## config.mk

```make
export PLATFORM = sky130hd
export DESIGN_NAME = decode_unit
export DESIGN_NICKNAME = d
export VERILOG_FILES = /design/src/rtl/decode_unit.sv
export SDC_FILE = /design/constraint.sdc
export NUM_CORES = 2
export LEC_CHECK = 0
export BUFFER_PORTS_ARGS = -buffer_cell sky130_fd_sc_hd__buf_2
export CORE_ASPECT_RATIO = 1.1
export CORE_MARGIN = 8
export CORE_UTILIZATION = 56
export DETAILED_ROUTE_END_ITERATION = 7
export GPL_TIMING_DRIVEN = 0
export PLACE_DENSITY_LB_ADDON = 0.05
export SLEW_MARGIN = 20
export SYNTH_ARGS = -nofsm -noshare
export SYNTH_HDL_FRONTEND = slang
export SYNTH_SLANG_ARGS = --single-unit
```

## constraint.sdc

```tcl
create_clock -name clk -period 2 [get_ports clk]
set_input_delay 0.1 -clock clk [delete_from_list [all_inputs] [get_ports clk]]
set_output_delay 0.1 -clock clk [all_outputs]
set_load 0.05 [all_outputs]
```

## src/rtl/decode_unit.sv

```systemverilog
// decode_unit: instruction decode stage. It holds the 32x32 register file with a
// write-before-read bypass, decodes the instruction into its fields, class flags
// and sign-extended immediate, detects load-use hazards, and registers the result
// into the ex_* outputs.
// Ports:
//   clk, reset            rising-edge clock, synchronous active-high reset
//   id_pc, id_inst        instruction in decode
//   id_do_not_execute     1 = the decode slot is a bubble
//   wb_we, wb_rd, wb_data register-file write port from writeback
//   stall_fetch           combinational; upstream holds id_* while 1
//   ex_*                  registered decoded instruction
//   illegal_inst          sticky, set on an unknown opcode
module decode_unit #(
  parameter int unsigned ADDR_W = 16
) (
  input  logic              clk,
  input  logic              reset,
  input  logic [ADDR_W-1:0] id_pc,
  input  logic [31:0]       id_inst,
  input  logic              id_do_not_execute,
  input  logic              wb_we,
  input  logic [4:0]        wb_rd,
  input  logic [31:0]       wb_data,
  output logic              stall_fetch,
  output logic              ex_valid,
  output logic [ADDR_W-1:0] ex_pc,
  output logic [6:0]        ex_opcode,
  output logic [2:0]        ex_funct3,
  output logic [6:0]        ex_funct7,
  output logic [4:0]        ex_rd,
  output logic [31:0]       ex_rs1_val,
  output logic [31:0]       ex_rs2_val,
  output logic [31:0]       ex_imm,
  output logic              ex_is_load,
  output logic              ex_is_store,
  output logic              ex_is_branch,
  output logic              ex_is_jump,
  output logic              ex_reg_write,
  output logic              illegal_inst
);

  typedef enum logic [6:0] {
    OPC_LUI    = 7'b0110111,
    OPC_AUIPC  = 7'b0010111,
    OPC_JAL    = 7'b1101111,
    OPC_JALR   = 7'b1100111,
    OPC_BRANCH = 7'b1100011,
    OPC_STORE  = 7'b0100011,
    OPC_LOAD   = 7'b0000011,
    OPC_OPIMM  = 7'b0010011,
    OPC_OP     = 7'b0110011
  } opcode_e;

  typedef enum logic [2:0] {
    FMT_R, FMT_I, FMT_S, FMT_B, FMT_U, FMT_J
  } fmt_e;

  logic [31:0] regs_q [32];
  logic [31:0] regs_d [32];

  logic              ex_valid_q,  ex_valid_d;
  logic [ADDR_W-1:0] ex_pc_q,     ex_pc_d;
  logic [6:0]        ex_opcode_q, ex_opcode_d;
  logic [2:0]        ex_funct3_q, ex_funct3_d;
  logic [6:0]        ex_funct7_q, ex_funct7_d;
  logic [4:0]        ex_rd_q,     ex_rd_d;
  logic [31:0]       ex_rs1_q,    ex_rs1_d;
  logic [31:0]       ex_rs2_q,    ex_rs2_d;
  logic [31:0]       ex_imm_q,    ex_imm_d;
  logic              ex_load_q,   ex_load_d;
  logic              ex_store_q,  ex_store_d;
  logic              ex_branch_q, ex_branch_d;
  logic              ex_jump_q,   ex_jump_d;
  logic              ex_rw_q,     ex_rw_d;
  logic              illegal_q,   illegal_d;

  logic [4:0]  rs1, rs2, rd;
  logic        known, has_rd, uses_rs1, uses_rs2;
  logic        c_load, c_store, c_branch, c_jump;
  fmt_e        fmt;
  logic [31:0] imm;
  logic [31:0] rs1_val, rs2_val;
  logic        hazard, issue;

  assign rs1 = id_inst[19:15];
  assign rs2 = id_inst[24:20];
  assign rd  = id_inst[11:7];

  // Opcode classification.
  always_comb begin
    known    = 1'b1;
    has_rd   = 1'b0;
    uses_rs1 = 1'b1;
    uses_rs2 = 1'b0;
    c_load   = 1'b0;
    c_store  = 1'b0;
    c_branch = 1'b0;
    c_jump   = 1'b0;
    fmt      = FMT_R;
    case (id_inst[6:0])
      OPC_LUI, OPC_AUIPC: begin fmt = FMT_U; has_rd = 1'b1; uses_rs1 = 1'b0; end
      OPC_JAL:    begin fmt = FMT_J; has_rd = 1'b1; uses_rs1 = 1'b0; c_jump = 1'b1; end
      OPC_JALR:   begin fmt = FMT_I; has_rd = 1'b1; c_jump = 1'b1; end
      OPC_BRANCH: begin fmt = FMT_B; uses_rs2 = 1'b1; c_branch = 1'b1; end
      OPC_STORE:  begin fmt = FMT_S; uses_rs2 = 1'b1; c_store = 1'b1; end
      OPC_LOAD:   begin fmt = FMT_I; has_rd = 1'b1; c_load = 1'b1; end
      OPC_OPIMM:  begin fmt = FMT_I; has_rd = 1'b1; end
      OPC_OP:     begin fmt = FMT_R; has_rd = 1'b1; uses_rs2 = 1'b1; end
      default:    begin known = 1'b0; uses_rs1 = 1'b0; end
    endcase
  end

  always_comb begin
    case (fmt)
      FMT_I:   imm = {{20{id_inst[31]}}, id_inst[31:20]};
      FMT_S:   imm = {{20{id_inst[31]}}, id_inst[31:25], id_inst[11:7]};
      FMT_B:   imm = {{19{id_inst[31]}}, id_inst[31], id_inst[7], id_inst[30:25],
                      id_inst[11:8], 1'b0};
      FMT_U:   imm = {id_inst[31:12], 12'b0};
      FMT_J:   imm = {{11{id_inst[31]}}, id_inst[31], id_inst[19:12], id_inst[20],
                      id_inst[30:21], 1'b0};
      default: imm = '0;
    endcase
  end

  // Register file: x0 never written; same-cycle writeback is forwarded to reads.
  always_comb begin
    regs_d = regs_q;
    if (wb_we && wb_rd != '0) regs_d[wb_rd] = wb_data;
  end

  always_comb begin
    if (rs1 == '0)                       rs1_val = '0;
    else if (wb_we && wb_rd == rs1)      rs1_val = wb_data;
    else                                 rs1_val = regs_q[rs1];
    if (rs2 == '0)                       rs2_val = '0;
    else if (wb_we && wb_rd == rs2)      rs2_val = wb_data;
    else                                 rs2_val = regs_q[rs2];
  end

  // Load-use hazard against the instruction currently held in ex_*. A bubble in
  // ex clears ex_is_load, so every such stall is exactly one cycle long.
  always_comb begin
    hazard = ex_valid_q && ex_load_q && (ex_rd_q != '0) && !id_do_not_execute && known &&
             ((uses_rs1 && rs1 == ex_rd_q) || (uses_rs2 && rs2 == ex_rd_q));
    issue  = !id_do_not_execute && known && !hazard;
  end

  assign stall_fetch = hazard && !reset;

  always_comb begin
    ex_valid_d  = issue;
    ex_pc_d     = id_pc;
    ex_opcode_d = id_inst[6:0];
    ex_funct3_d = id_inst[14:12];
    ex_funct7_d = id_inst[31:25];
    ex_rd_d     = (issue && has_rd) ? rd : '0;
    ex_rs1_d    = rs1_val;
    ex_rs2_d    = rs2_val;
    ex_imm_d    = imm;
    ex_load_d   = issue && c_load;
    ex_store_d  = issue && c_store;
    ex_branch_d = issue && c_branch;
    ex_jump_d   = issue && c_jump;
    ex_rw_d     = issue && has_rd && (rd != '0);
    illegal_d   = illegal_q || (!id_do_not_execute && !known);
  end

  always_ff @(posedge clk) begin
    if (reset) begin
      for (int unsigned i = 0; i < 32; i++) regs_q[i] <= '0;
      ex_valid_q  <= 1'b0;
      ex_pc_q     <= '0;
      ex_opcode_q <= '0;
      ex_funct3_q <= '0;
      ex_funct7_q <= '0;
      ex_rd_q     <= '0;
      ex_rs1_q    <= '0;
      ex_rs2_q    <= '0;
      ex_imm_q    <= '0;
      ex_load_q   <= 1'b0;
      ex_store_q  <= 1'b0;
      ex_branch_q <= 1'b0;
      ex_jump_q   <= 1'b0;
      ex_rw_q     <= 1'b0;
      illegal_q   <= 1'b0;
    end else begin
      regs_q      <= regs_d;
      ex_valid_q  <= ex_valid_d;
      ex_pc_q     <= ex_pc_d;
      ex_opcode_q <= ex_opcode_d;
      ex_funct3_q <= ex_funct3_d;
      ex_funct7_q <= ex_funct7_d;
      ex_rd_q     <= ex_rd_d;
      ex_rs1_q    <= ex_rs1_d;
      ex_rs2_q    <= ex_rs2_d;
      ex_imm_q    <= ex_imm_d;
      ex_load_q   <= ex_load_d;
      ex_store_q  <= ex_store_d;
      ex_branch_q <= ex_branch_d;
      ex_jump_q   <= ex_jump_d;
      ex_rw_q     <= ex_rw_d;
      illegal_q   <= illegal_d;
    end
  end

  assign ex_valid     = ex_valid_q;
  assign ex_pc        = ex_pc_q;
  assign ex_opcode    = ex_opcode_q;
  assign ex_funct3    = ex_funct3_q;
  assign ex_funct7    = ex_funct7_q;
  assign ex_rd        = ex_rd_q;
  assign ex_rs1_val   = ex_rs1_q;
  assign ex_rs2_val   = ex_rs2_q;
  assign ex_imm       = ex_imm_q;
  assign ex_is_load   = ex_load_q;
  assign ex_is_store  = ex_store_q;
  assign ex_is_branch = ex_branch_q;
  assign ex_is_jump   = ex_jump_q;
  assign ex_reg_write = ex_rw_q;
  assign illegal_inst = illegal_q;

endmodule

```

# Yosys cells after proc, flatten, opt, wreduce, memory -nomap -nowiden

Cells that the tools add are included.

Equal/unequal tests: 18
Shift-type cells: 0
Mux-type cells: 21
Bitwise gates (word level): 4
Reduce and logical (&&, ||, !) cells: 42
Order comparisons: 4
Divide/modulo/power cells: 0
$mul: 0
$add $sub $neg: 0

Operator list:

| operator                                                                     | count |
|---|---|
| 1024-bit bitwise mux                                                         | 1 |
| 32-bit binary-select mux with 5-bit select                                   | 2 |
| 32-bit 2-to-1 mux                                                            | 7 |
| 32-bit demux with 5-bit select                                               | 1 |
| 32-bit one-hot mux with 5 select lines                                       | 1 |
| 7-bit by 6-bit == test with 1-bit output, second input constant              | 3 |
| 7-bit == test, second input constant                                         | 3 |
| 1-bit logical AND                                                            | 21 |
| 5-bit == test                                                                | 4 |
| 6-bit greater-or-equal comparator, second input constant                     | 3 |
| 5-bit inverter with 6-bit output                                             | 3 |
| 3-bit one-hot mux with 5 select lines                                        | 1 |
| 5-bit nonzero test                                                           | 3 |
| 7-bit by 5-bit == test with 1-bit output, second input constant              | 2 |
| 5-bit logical NOT                                                            | 2 |
| 2-bit OR reduction                                                           | 5 |
| 9-bit OR reduction                                                           | 1 |
| 1-bit 2-to-1 mux                                                             | 8 |
| 7-bit by 2-bit == test with 1-bit output, second input constant              | 1 |
| 7-bit OR reduction                                                           | 1 |
| 3-bit by 2-bit == test with 1-bit output, second input constant              | 2 |
| 3-bit == test, second input constant                                         | 2 |
| 6-bit by 1-bit less-than comparator with 1-bit output, second input constant | 1 |
| 3-bit OR reduction                                                           | 2 |
| other kinds (5)                                                              | 9 |

RAM bits: 0
Bits in registers: 1165
Memories kept: 0
Bits in latches: 0
Word-level logic and storage cells: 136
Input bits: 89
ROM bits: 0
Output and inout port bits: 142

# Longest topological paths before layout

Depth after elaboration: 11
Mapped depth: 10
Depth with buffers taken out: 5

# Least setup slack after synthesis

OpenSTA, ideal clock, no wires.

Path type: reg2out
Start: register ex_rd_q[3], in the netlist ex_rd[3]
End: output stall_fetch
Setup slack: -0.200 ns
Stages on the path, launching flop included: 6
Arrival: 2.100 ns
Required time: 1.900 ns
Path buffers: 0
Path through: dfxtp_1 > xor2_1 > nor4_1 > nand4_1 > a21oi_1 > nor2b_1

Longest elaborated chain between the ends: 6

RTL lines:

| item                           | line | source |
|---|---|---|
| from (decl)                    | 66   | `logic [4:0] ex_rd_q, ex_rd_d;` |
| from (signal assigned)         | 194  | `ex_rd_q <= ex_rd_d;` |
| 5-bit nonzero test             | 144  | `hazard = ex_valid_q && ex_load_q && (ex_rd_q != '0) && !id_do_not_execute && known &&` |
| 1-bit logical AND (3 in a row) | 144  |  |
| 1-bit logical AND (*)          | 144  |  |
| 1-bit logical AND (*)          | 149  | `assign stall_fetch = hazard && !reset;` |
| to (decl)                      | 24   | `output logic stall_fetch,` |

Every way passes the cells marked *; elsewhere a longest branch is shown, timed or not.

# Final worst setup path

Start: register ex_rd_q[1], in the netlist ex_rd[1]
End: output stall_fetch

The elaborated chain is that of the path after synthesis.

==> reports/results.ini <==
[placement]
detailed_place.area_sq_mm=0.0591
globalplace.congestion=1.15
place_hpwl_mm=222
placement.io_buffers=186
dp_cells=7950
dpl_worst_slack_ns=-2.60

[layout]
layout.nets=6944
layout.cells.most_common=nand2_1
layout.area.seq_sq_mm=0.0233
layout.cells.most_common_list=2124 x nand2_1, 1153 x dfxtp_1, 1068 x a21oi_1
drive_above_1_share_pct=17.9
area_overhead_of_the_layout_relative_to_synthesis_pct=16.7
design_area_final_sq_mm=0.0658
finish.utilization_pct=65.7
final_std_cells_w_o_fill=8286
multi_input_area_sq_mm=0.0308
fill_cells=8622

[worst_setup_path]
crit_path_top_delay_cell=dfxtp_4
reg2reg_depth=4
crit_path_cell_trace=xor2_1 -> nor4_1 -> nand4_1 -> a21oi_2 -> nor2b_4 -> buf_8
crit-reg2reg-launch=regs_q[523]$_SDFFE_PP0P_
required_ns=1.90
start_kind=flop
critPathMaxStageDelay_ns=0.36
crit-reg2reg-capture=ex_rs2_val[11]$_SDFF_PP0_
cp.buffers_inverters=1
critical_path_peak_fanout=4
endpoint_kind=output port
critPathTopFamily=simple AND/OR/NAND/NOR gates
crit_arrival_ns=2.32
timing_worst_setup_path_type=flop to output port
worst-r2r-setup-slack_ns=-0.15

[job]
number_of_maximum_capacitance_violations=0

[global_routing]
grt.busiest_layer=met2
grtUsageMet2_pct=72.1
global_route.usage.total_pct=52.9
groute.layer.met1.usage_pct=57.7
number_of_global_route_vias_before_repair=53100
grt_pass1_wl_mm=413
largest_net_degree_at_the_start_of_global_routing=17
antenna_violations_before_repair=28
grtUsageMet3_pct=29.4
grt-ovfl-total=0

[sta]
min_period_over_period_pct=121
unrepaired_setup_endpoints_after_global_routing=true
post-route-worst-setup-slack_ns=-0.421
clock.fmax_ghz=0.413
final_max_slew_viol_count=0
fin_crit_ns=2.42
timing.final.setup_violations=101
fin_skew_ns=0.0358
tightestPinTransition_ns=1.39
report.final.hold_viol_count=0
remaining_max_slew_budget_at_the_tightest_pin_pct=7.13

[floorplan]
die-width_um=318
chipHeight_um=349
initial_utilization_pct=56.3
core.rowCount=122
core-area_sq_mm=0.100
die_area_sq_mm=0.111
pin_count=231

[clock_tree]
numClockSinks=1165
tritoncts=done
cts_buffer_depth=3
worst_setup_hold_path_clk_slew_ns=0.06
htree_num_levels=3
worst_skew_pair.late_latency_ns=0.82
cts_root_buf=clkbuf_16
cts_made_buffers=119

[route]
first_pass_iters=8
post_drt_wl_per_cell_um=37.1
detailedRoute.firstIterationViolations=10300
detail_route.vias_per_cell=7.05
drt.antenna.violating_nets=0
route.vias.total=58400
drt_wl_total_mm=307
post-route-drc-count=6

[yosys]
synth-main-ff-cell=dfxtp_1
synth.yosys.seq_area_share_pct=41.4
netlist_area_before_placement_sq_mm=0.0563
yosys_warnings=0
syn-instance-count=6457
yosysUniqueCellTypes=64
syn_area_per_cell_sq_um=8.73
synth-async-reset-ratio_pct=0
synth_seq_cells=1165
edff_count_synth=0
synthesis.nets=6546

[power_and_ir_drop]
pwr_density_cell_mw_per_mm2=843
p_leak_nw=22.9
post_route_total_power_mw=55.4
ir_worst_vdd_uv=785

[worst_hold_path]
hp-class=primary input to flop
worstHoldStart=id_inst[1]
min_delay_path_depth=6
hold-path-endpoint=ex_imm[12]$_SDFF_PP0_

[run_status]
violated_checks=design-rule violations, negative setup slack
status=complete, but fails checks

## worst register-to-register path: cells and delay by family, from the launching register on
family | cells | cell delay, ns
AO/OA/AOI/OAI | 2 | 0.88
multiplexers | 2 | 0.82
flip-flops | 1 | 0.33
## layout make-up
cell class	instances	area share (%)
antenna	29	0.110
buffer	674	5.57
clock buffer	174	5.28
clock inverter	47	1.22
inverter	4	0.0285
multi-input combinational	4610	46.9
sequential	1165	35.5
tap	1302	2.48
timing repair buffer	281	2.91
## per-layer routing
metal	part of all wire, %	vias to the layer above
met2	39	5622
li1	-	23400
met3	17	1941
met1	32	27500
met4	12	20
met5	0.17	-
## where the power goes
| group | total (mW) | internal [mW] | switching [mW] |
|---|---|---|---|
| sequential | 23.6 | 23.5 | 0.149 |
| combinational | 6.75 | 1.61 | 5.14 |
| clock | 25.1 | 14.6 | 10.5 |
| total | 55.4 | 39.7 | 15.8 |
## cell usage after synthesis (all sizes together), types with 12 or more instances
library cell | count | area share [%]
a2111oi | 24 | 0.38
a211oi | 46 | 0.61
a21o | 28 | 0.37
a21oi | 1076 | 9.6
a221oi | 20 | 0.31
a22o | 29 | 0.45
a22oi | 87 | 1.2
a32o | 22 | 0.39
buf | 176 | 1.9
clkbuf | 502 | 3.4
dfxtp | 1165 | 41
mux2 | 63 | 1.3
mux2i | 302 | 5.4
mux4 | 357 | 14
nand2 | 2127 | 14
nor2 | 63 | 0.42
nor2b | 86 | 0.95
nor3 | 20 | 0.18
o21ai | 22 | 0.20
o221ai | 42 | 0.65
o22ai | 45 | 0.50
xnor2 | 12 | 0.19
## registers in the layout (all words and copies together), names as in the netlist, 3 cells and up
signal and flops:
ex_rd 5, ex_rs2_val 32, ex_funct7 7, ex_imm 32, ex_funct3 3, ex_rs1_val 32, regs_q 1024, ex_opcode 7
ex_pc 16
## cell families (layout without fill, tap and decap cells)
kind of cell	Yosys count	in the layout	synth area share [%]
mux	722	722	20.9
flops	1165	1165	41.4
compound gates	1494	1494	15.4
simple gates	2374	2374	16.7
other cells	0	29	0
buf+inv	682	1180	5.30
xor+xnor	20	20	0.311
## worst max path at each step
stage                              from                   endpoint  slack [ns]  cells after the start
floorplan           ex_rd[3]$_SDFF_PP0_                stall_fetch        0.04                      5
global placement            id_inst[23]  ex_rs2_val[13]$_SDFF_PP0_       -2.58                      7
detailed placement          id_inst[23]   ex_rs2_val[5]$_SDFF_PP0_       -2.60                      7
CTS                 ex_rd[1]$_SDFF_PP0_                stall_fetch       -0.36                      6
global route        ex_rd[2]$_SDFF_PP0_                stall_fetch       -0.43                      6
finish              ex_rd[1]$_SDFF_PP0_                stall_fetch       -0.42                      6
## metrics by stage
| step | TNS [ns] | hold slack, ns |
|---|---|---|
| 4_1_cts | -0.575 | 0.0164 |
| 3_3_place_gp | -1272.31 | 0.305 |
| 6_report | -9.05 | 0.0318 |
| 2_1_floorplan | 0 | 0.179 |
| 5_1_grt | -2.87 | 0.0835 |
| 3_5_place_dp | -1227.35 | 0.309 |
## what timing repair did
| item | in CTS | in global routing |
|---|---|---|
| hold buffers | 80 | 0 |
| setup endpoints to repair | 997 | 724 |
| cloned | 0 | 0 |
| hold endpoints to repair | 146 | 0 |
| resized for setup | 287 | 208 |
| pin swaps | 11 | 24 |
| setup buffers | 6 | 4 |
Power figures use the tool's default switching activity.
